<file path="config.mk">
export PLATFORM = sky130hd
export DESIGN_NAME = uart_rx_oversample_flat
export DESIGN_NICKNAME = d
export VERILOG_FILES = /design/src/rtl/uart_rx_oversample_if.sv /design/src/rtl/uart_rx_oversample.sv /design/src/flat_wrapper.sv
export SDC_FILE = /design/constraint.sdc
export NUM_CORES = 1
export LEC_CHECK = 0
export BUFFER_PORTS_ARGS = -buffer_cell sky130_fd_sc_hd__buf_2
export CAP_MARGIN = 5
export CORE_MARGIN = 2
export CORE_UTILIZATION = 40
export DETAILED_ROUTE_END_ITERATION = 16
export SLEW_MARGIN = 20
export SYNTH_ARGS = -nofsm -noshare
export SYNTH_HDL_FRONTEND = slang
export SYNTH_SLANG_ARGS = --single-unit
</file>
<file path="constraint.sdc">
create_clock -name i_Clk -period 1.7 [get_ports i_Clk]
set_input_delay 0.34 -clock i_Clk [delete_from_list [all_inputs] [get_ports i_Clk]]
set_output_delay 0.34 -clock i_Clk [all_outputs]
set_load 0.03 [all_outputs]
</file>
<file path="src/rtl/uart_rx_oversample_if.sv">
// Serial receive bundle: raw line in, received byte and status strobes out.
// The master side drives the line; the receiver takes the slave side.
interface uart_rx_oversample_if;
  logic       i_Rx;
  logic [7:0] o_Data;
  logic       o_fDone;
  logic       o_fErr;
  logic       o_fBusy;

  modport master (
    output i_Rx,
    input  o_Data,
    input  o_fDone,
    input  o_fErr,
    input  o_fBusy
  );

  modport slave (
    input  i_Rx,
    output o_Data,
    output o_fDone,
    output o_fErr,
    output o_fBusy
  );
endinterface

</file>
<file path="src/rtl/uart_rx_oversample.sv">
// 8N1 UART receiver with two-flop synchroniser and mid-bit sampling.
// Glitchy starts and bad stop bits never produce an o_fDone strobe.
module uart_rx_oversample #(
  parameter int CLKS_PER_BIT = 434
) (
  input logic            i_Clk,
  input logic            i_Rst,
  uart_rx_oversample_if.slave bus
);
  localparam int N  = CLKS_PER_BIT;
  localparam int H  = N / 2;
  localparam int CW = $clog2(N);

  localparam logic [CW-1:0] LastCnt = CW'(N - 1);
  localparam logic [CW-1:0] HalfCnt = CW'(H - 1);

  typedef enum logic [2:0] {
    IDLE,
    START,
    DATA,
    STOP,
    WAIT_HIGH
  } state_t;

  state_t        state, state_n;
  logic [1:0]    sync;
  logic          rx_s;
  logic [CW-1:0] cnt, cnt_n;
  logic [2:0]    idx, idx_n;
  logic [7:0]    shreg, shreg_n;
  logic [7:0]    data, data_n;
  logic          done, done_n;
  logic          err, err_n;

  assign rx_s = sync[1];

  always_ff @(posedge i_Clk) begin
    if (i_Rst) begin
      sync  <= 2'b11;
      state <= IDLE;
      cnt   <= '0;
      idx   <= '0;
      shreg <= '0;
      data  <= '0;
      done  <= 1'b0;
      err   <= 1'b0;
    end else begin
      sync  <= {sync[0], bus.i_Rx};
      state <= state_n;
      cnt   <= cnt_n;
      idx   <= idx_n;
      shreg <= shreg_n;
      data  <= data_n;
      done  <= done_n;
      err   <= err_n;
    end
  end

  always_comb begin
    state_n = state;
    cnt_n   = cnt;
    idx_n   = idx;
    shreg_n = shreg;
    data_n  = data;
    done_n  = 1'b0;
    err_n   = 1'b0;
    unique case (state)
      IDLE: begin
        if (!rx_s) begin
          state_n = START;
          cnt_n   = '0;
        end
      end
      START: begin
        if (cnt == HalfCnt) begin
          cnt_n = '0;
          idx_n = '0;
          // a start edge that is high again at mid-bit was noise
          state_n = rx_s ? IDLE : DATA;
        end else begin
          cnt_n = cnt + 1'b1;
        end
      end
      DATA: begin
        if (cnt == LastCnt) begin
          shreg_n = {rx_s, shreg[7:1]};
          cnt_n   = '0;
          idx_n   = idx + 1'b1;
          if (idx == 3'd7) state_n = STOP;
        end else begin
          cnt_n = cnt + 1'b1;
        end
      end
      STOP: begin
        if (cnt == LastCnt) begin
          cnt_n = '0;
          if (rx_s) begin
            data_n  = shreg;
            done_n  = 1'b1;
            state_n = IDLE;
          end else begin
            err_n   = 1'b1;
            state_n = WAIT_HIGH;
          end
        end else begin
          cnt_n = cnt + 1'b1;
        end
      end
      WAIT_HIGH: begin
        if (rx_s) state_n = IDLE;
      end
      default: state_n = IDLE;
    endcase
  end

  assign bus.o_Data  = data;
  assign bus.o_fDone = done;
  assign bus.o_fErr  = err;
  assign bus.o_fBusy = (state != IDLE);
endmodule

</file>
<file path="src/flat_wrapper.sv">
// flat-port wrapper written by rule: the top's interface ports become plain ports
module uart_rx_oversample_flat 
#(
  parameter int CLKS_PER_BIT = 434
)
  (i_Clk, i_Rst, bus_i_Rx, bus_o_Data, bus_o_fDone, bus_o_fErr, bus_o_fBusy);
  uart_rx_oversample_if bus_i ();
  input logic i_Clk;
  input logic i_Rst;
  input wire logic [$bits(bus_i.i_Rx)-1:0] bus_i_Rx;
  output wire logic [$bits(bus_i.o_Data)-1:0] bus_o_Data;
  output wire logic [$bits(bus_i.o_fDone)-1:0] bus_o_fDone;
  output wire logic [$bits(bus_i.o_fErr)-1:0] bus_o_fErr;
  output wire logic [$bits(bus_i.o_fBusy)-1:0] bus_o_fBusy;
  assign bus_i.i_Rx = bus_i_Rx;
  assign bus_o_Data = bus_i.o_Data;
  assign bus_o_fDone = bus_i.o_fDone;
  assign bus_o_fErr = bus_i.o_fErr;
  assign bus_o_fBusy = bus_i.o_fBusy;
  uart_rx_oversample #(.CLKS_PER_BIT(CLKS_PER_BIT)) u_core (.i_Clk(i_Clk), .i_Rst(i_Rst), .bus(bus_i));
endmodule
</file>
# == After elaboration in Yosys (flattened, before gate mapping) ==
# Index checks and enable logic that the tools add are counted.
# word_totals
ff_bits,35
output_inout_bits,11
in_bits,3
elab_cells,54
# op_classes
n_addsub,2
n_mux,18
reduce_logical,11
bitwise_logic,2
n_eq_ne,13
# ops
cell,count
$mux 3,9
$mux 9,3
$pmux 9 s3,1
$pmux 3 s5,1
$ne 2x1->1 const B,5
$add 9x1->9 const B,1
$eq 9x8->1 const B,1
$eq 9x9->1 const B,1
$eq 3x2->1 const B,2
$eq 3x3->1 const B,2
$pmux 3 s2,1
$reduce_and 3->1,2
$reduce_and 6->1,1
$reduce_bool 3->1,2
$reduce_and 2->1,2
$add 3x1->3 const B,1
$eq 3x1->1 const B,1
$logic_not 3->1,1
$reduce_or 3->1,1
$mux 1,2
$mux 2,1
$ne 2x2->1 const B,1
$not 1->1,2
$reduce_bool 2->1,1
$reduce_or 2->1,1

# == Depth between registers and ports, before layout ==
# depth
depth_word,4
mapped_depth,7
depth_no_buf,6

# == Least setup slack after synthesis ==
# No wires, ideal clock.
# synth_timing
kind,flip-flop to flip-flop
startpoint,register u_core.cnt[0]
endpoint,register u_core.idx[0]
slack_ps,113
setup_ps,121
t_arrival_ps,1466
stages_incl_launch_ff,7
t_required_ps,1579
path_buffers,1
synth_period_minus_slack_ps,1587
cell_sequence,dfxtp_1 -> ha_1 -> nand2b_1 -> nor4_4 -> buf_6 -> a31oi_4 -> mux2_4
# synth_via
elab_chain_cells,3
elab_cells_between_ends,5
cone_classes,eq/ne: 4; reduce/logical: 1
# synth_rtl
item,line,rtl
from (decl),uart_rx_oversample.sv:28,"logic [CW-1:0] cnt, cnt_n;"
from (signal assigned),uart_rx_oversample.sv:50,cnt <= cnt_n;
$eq 9x9->1 or $eq 9x8->1 (tied branches),"uart_rx_oversample.sv:85, uart_rx_oversample.sv:75",
$ne 2x1->1 (no source line),-,
$reduce_and 3->1 (no source line) *,-,
to (signal assigned),uart_rx_oversample.sv:51,idx <= idx_n;
to (decl),uart_rx_oversample.sv:29,"logic [2:0] idx, idx_n;"
# Every way passes the cells marked *; elsewhere a longest branch is shown, timed or not.
# A chain may end at the register's enable or synchronous reset.

# == Worst setup path in the final report ==
# layout_timing
startpoint,register u_core.cnt[1]
endpoint,register u_core.data[1] (netlist: u_core.bus.o_Data[1])
# layout_via
elab_chain_cells,2
# layout_rtl
item,line,rtl
$eq 9x9->1,uart_rx_oversample.sv:95,if (cnt == LastCnt) begin
$reduce_and 3->1 (no source line),-,
to (signal assigned),uart_rx_oversample.sv:53,data <= data_n;
to (decl),uart_rx_oversample.sv:31,"logic [7:0] data, data_n;"
# No other way between the ends.

==> out/results.txt <==
Synth cell types - 42
Setup Crit Path Kind - register to register
reg2reg end - u_core.bus.o_Data[1]
Reg2Reg Setup Slack - 0.02 ns
Worst Path Max Fanout - 9
CTS tree - done
Via Count - 1280
CP Launch Point - u_core.cnt[1]
pre-CTS setup slack - 0.0133 ns
WL per Instance - 13.5 um
CP endpoint kind - register
Total Die Area - 4660 um2
Hold Path Class - primary input to register
Skew-Pair Late Insertion Delay - 0.28 ns
Die Ht - 68.3 um
Slew @ Worst Pin - 0.427 ns
hpwl dp - 2.30 mm
clock skew after layout - 0.00357 ns
crit start category - register
DR pass1 iterations - 4
Core Region - 4000 um2
antenna diode count - 0
DRC - 0
num rows - 23
syn_area_per_cell - 10.0 um2
CP required - 1.88 ns
total CTS buffers - 5
Syn-to-layout area delta - 26.4%
#FFs+latches synth - 35
DRC violation total after the first TritonRoute iteration - 45
Hold Fails Final Rpt - 0
Chip Width - 68.3 um
Hold Startpoint - bus_i_Rx
Max Transition Viols Final - 0
max frequency - 0.595 GHz
Clock Path Buffers - 2
Initial Util - 0.413
initial antenna violation count - 0
Min Clock Period, post-route - 1.68 ns
global route total overflow - 0
Final Instance Count excl. Fillers - 249
Worst path depth - 8
final worst setup slack - 0.0184 ns
crit path cell chain - inv_1 > ha_1 > nand2b_1 > buf_4 > nor4_2 > buf_4 > mux2i_1 > nor2_1
clock-pin slew of the registers on the worst-case setup and hold paths - 0.08 ns
drt total wl - 3.36 mm
Final period util - 0.989
status - complete, no violations
Hold Buf Count CTS - 0
VDD IR max - 0.000716 V
Post-synth top flop - dfxtp_1
EDFF count, synth - 0
PD cells - 829 nW/um2
Post-Syn Nets - 173
crit-path leading delay family - buffers and inverters
Mapped Area - 1650 um2
Post-Syn Instances - 165
Critical Path Most Common Cell - buf_4
RSZ-0062 raised after global routing - yes
dpl cells - 236
routability cong. - 0.826
critical path's slowest cell - dfxtp_1
worst r2r src - u_core.cnt[1]
CP arrival - 1.86 ns
CP peak stage delay - 0.32 ns
slew margin rel. - 0.715
root buffer cell - clkbuf_8
largest net degree at the start of global routing - 20
I/O pins - 14
vias in the first global route - 1190
post-synthesis sequential area ratio - 0.424
max cap viols - 0
worst-case reg-to-reg path depth - 8
synth warn - 0
Pwr Total - 1730 uW
Final #Nets - 206
global-route wire length before repair - 5.44 mm
DRT antenna net count - 0
worst path bufs/invs - 3
clk sinks - 35
count of input and output buffers - 13
Leakage - 0.000864 uW
DR vias/cell - 5.14
H-tree levels - 2
crit path to - u_core.bus.o_Data[1]
share of cells above drive strength 1 - 0.332
FFs w/ async S/R, synth - 0
Finish-stage setup viols - 0
Overall Global Routing Usage - 0.160
==> timing repair <==
item | CTS | global route
cloned | 1 | 0
pin swaps | 0 | 3
endpoints found under the setup margin | 7 | 20
resized for setup | 2 | 14
setup buffers | 0 | 4
==> cell usage in the layout (no fill, tap or decap), drive strengths merged, types with 3 or more instances in the layout <==
cell type  Yosys  final
nand3b         4      4
nor3           4      4
or3b           4      4
buf            5     34
nand2          7      7
a21oi          5      5
nor4           3      3
inv            4      5
nand3          3      3
clkbuf         4      5
nand2b         3      3
nor2          26     26
dfxtp         35     35
nor2b          5      5
mux2i         18     18
xnor2          4      4
o21ai          3      3
ha             5      5
==> cell usage after synthesis (2+ instances only) <==
| library cell | number | area [um2] |
|---|---|---|
| dfxtp_1 | 35 | 701 |
| nor2_1 | 26 | 97.6 |
| mux2i_1 | 18 | 180 |
| nand2_1 | 7 | 26.3 |
| a21oi_1 | 5 | 25.0 |
| ha_1 | 5 | 62.6 |
| nor2b_1 | 5 | 31.3 |
| clkbuf_1 | 4 | 15.0 |
| inv_1 | 4 | 15.0 |
| xnor2_1 | 4 | 35.0 |
| buf_4 | 3 | 22.5 |
| nand2b_1 | 3 | 18.8 |
| nand3_1 | 3 | 15.0 |
| nand3b_1 | 3 | 22.5 |
| nor3_1 | 3 | 15.0 |
| o21ai_0 | 3 | 15.0 |
| buf_6 | 2 | 22.5 |
| nor4_1 | 2 | 12.5 |
| or2_2 | 2 | 12.5 |
| or3_1 | 2 | 12.5 |
| or3b_2 | 2 | 17.5 |
| or3b_4 | 2 | 22.5 |
| or4_1 | 2 | 15.0 |
| xor2_1 | 2 | 17.5 |
==> cells by family (layout without fill, tap and decap cells) <==
| group | after synthesis | after routing | share of synthesized area |
|---|---|---|---|
| buffers and inverters | 13 | 46 | 0.0454 |
| xor gates and xnor gates | 6 | 6 | 0.0318 |
| adders and majority gates | 5 | 5 | 0.0379 |
| AOI/OAI and AO/OA | 15 | 16 | 0.0727 |
| and+or+nand+nor | 71 | 71 | 0.263 |
| DFF | 35 | 35 | 0.424 |
| muxes | 20 | 20 | 0.125 |
==> per-layer routing <==
metal	up-vias	routed length, um	GRT usage
met5	-	0	0
met4	0	25	0.0600
met3	2	106	0.0477
met2	15	1640	0.250
met1	619	1590	0.207
li1	644	-	-
==> per-stage QoR <==
stage / utilization / TNS (ns) / cell area [um2] / hold slack, ns
floorplan: - / 0 / 1650 / 0.389
global placement: 0.467 / 0 / 1870 / 0.396
detailed placement: 0.467 / 0 / 1870 / 0.405
CTS: 0.502 / 0 / 2010 / 0.227
global route: 0.522 / -0.408 / 2090 / 0.235
finish: 0.522 / 0 / 2090 / 0.233
==> registers in the layout, summed over array words and instances, names as in the netlist <==
| name | count |
|---|---|
| u_core.cnt | 9 |
| u_core.bus.o_fErr | 1 |
| u_core.idx | 3 |
| u_core.bus.o_Data | 8 |
| u_core.sync | 2 |
| u_core.bus.o_fDone | 1 |
| u_core.shreg | 8 |
| u_core.state | 3 |
==> worst min path at each step <==
stage	to	cells past startpoint	slack [ns]
3_5_place_dp	u_core.sync[1]	1	0.40
3_3_place_gp	u_core.sync[1]	1	0.40
4_1_cts	u_core.sync[0]	2	0.23
6_report	u_core.sync[0]	2	0.23
2_1_floorplan	u_core.sync[1]	1	0.39
5_1_grt	u_core.sync[0]	2	0.23
==> final cells by class <==
class	count	area [um2]
fillers	361	1910
multi-input cells	118	943
flip-flops and latches	35	707
repair buffers	34	245
clock buffers	5	68.8
well taps	50	62.6
clock inverters	3	47.5
inverters	4	15.0
==> power breakdown <==
part / switching (uW) / total, uW / internal [uW]
logic: 70.1 / 132 / 61.6
clock network: 320 / 764 / 444
registers: 8.67 / 836 / 827
total: 399 / 1730 / 1330
No activity file was read; power rests on OpenSTA's default activity.
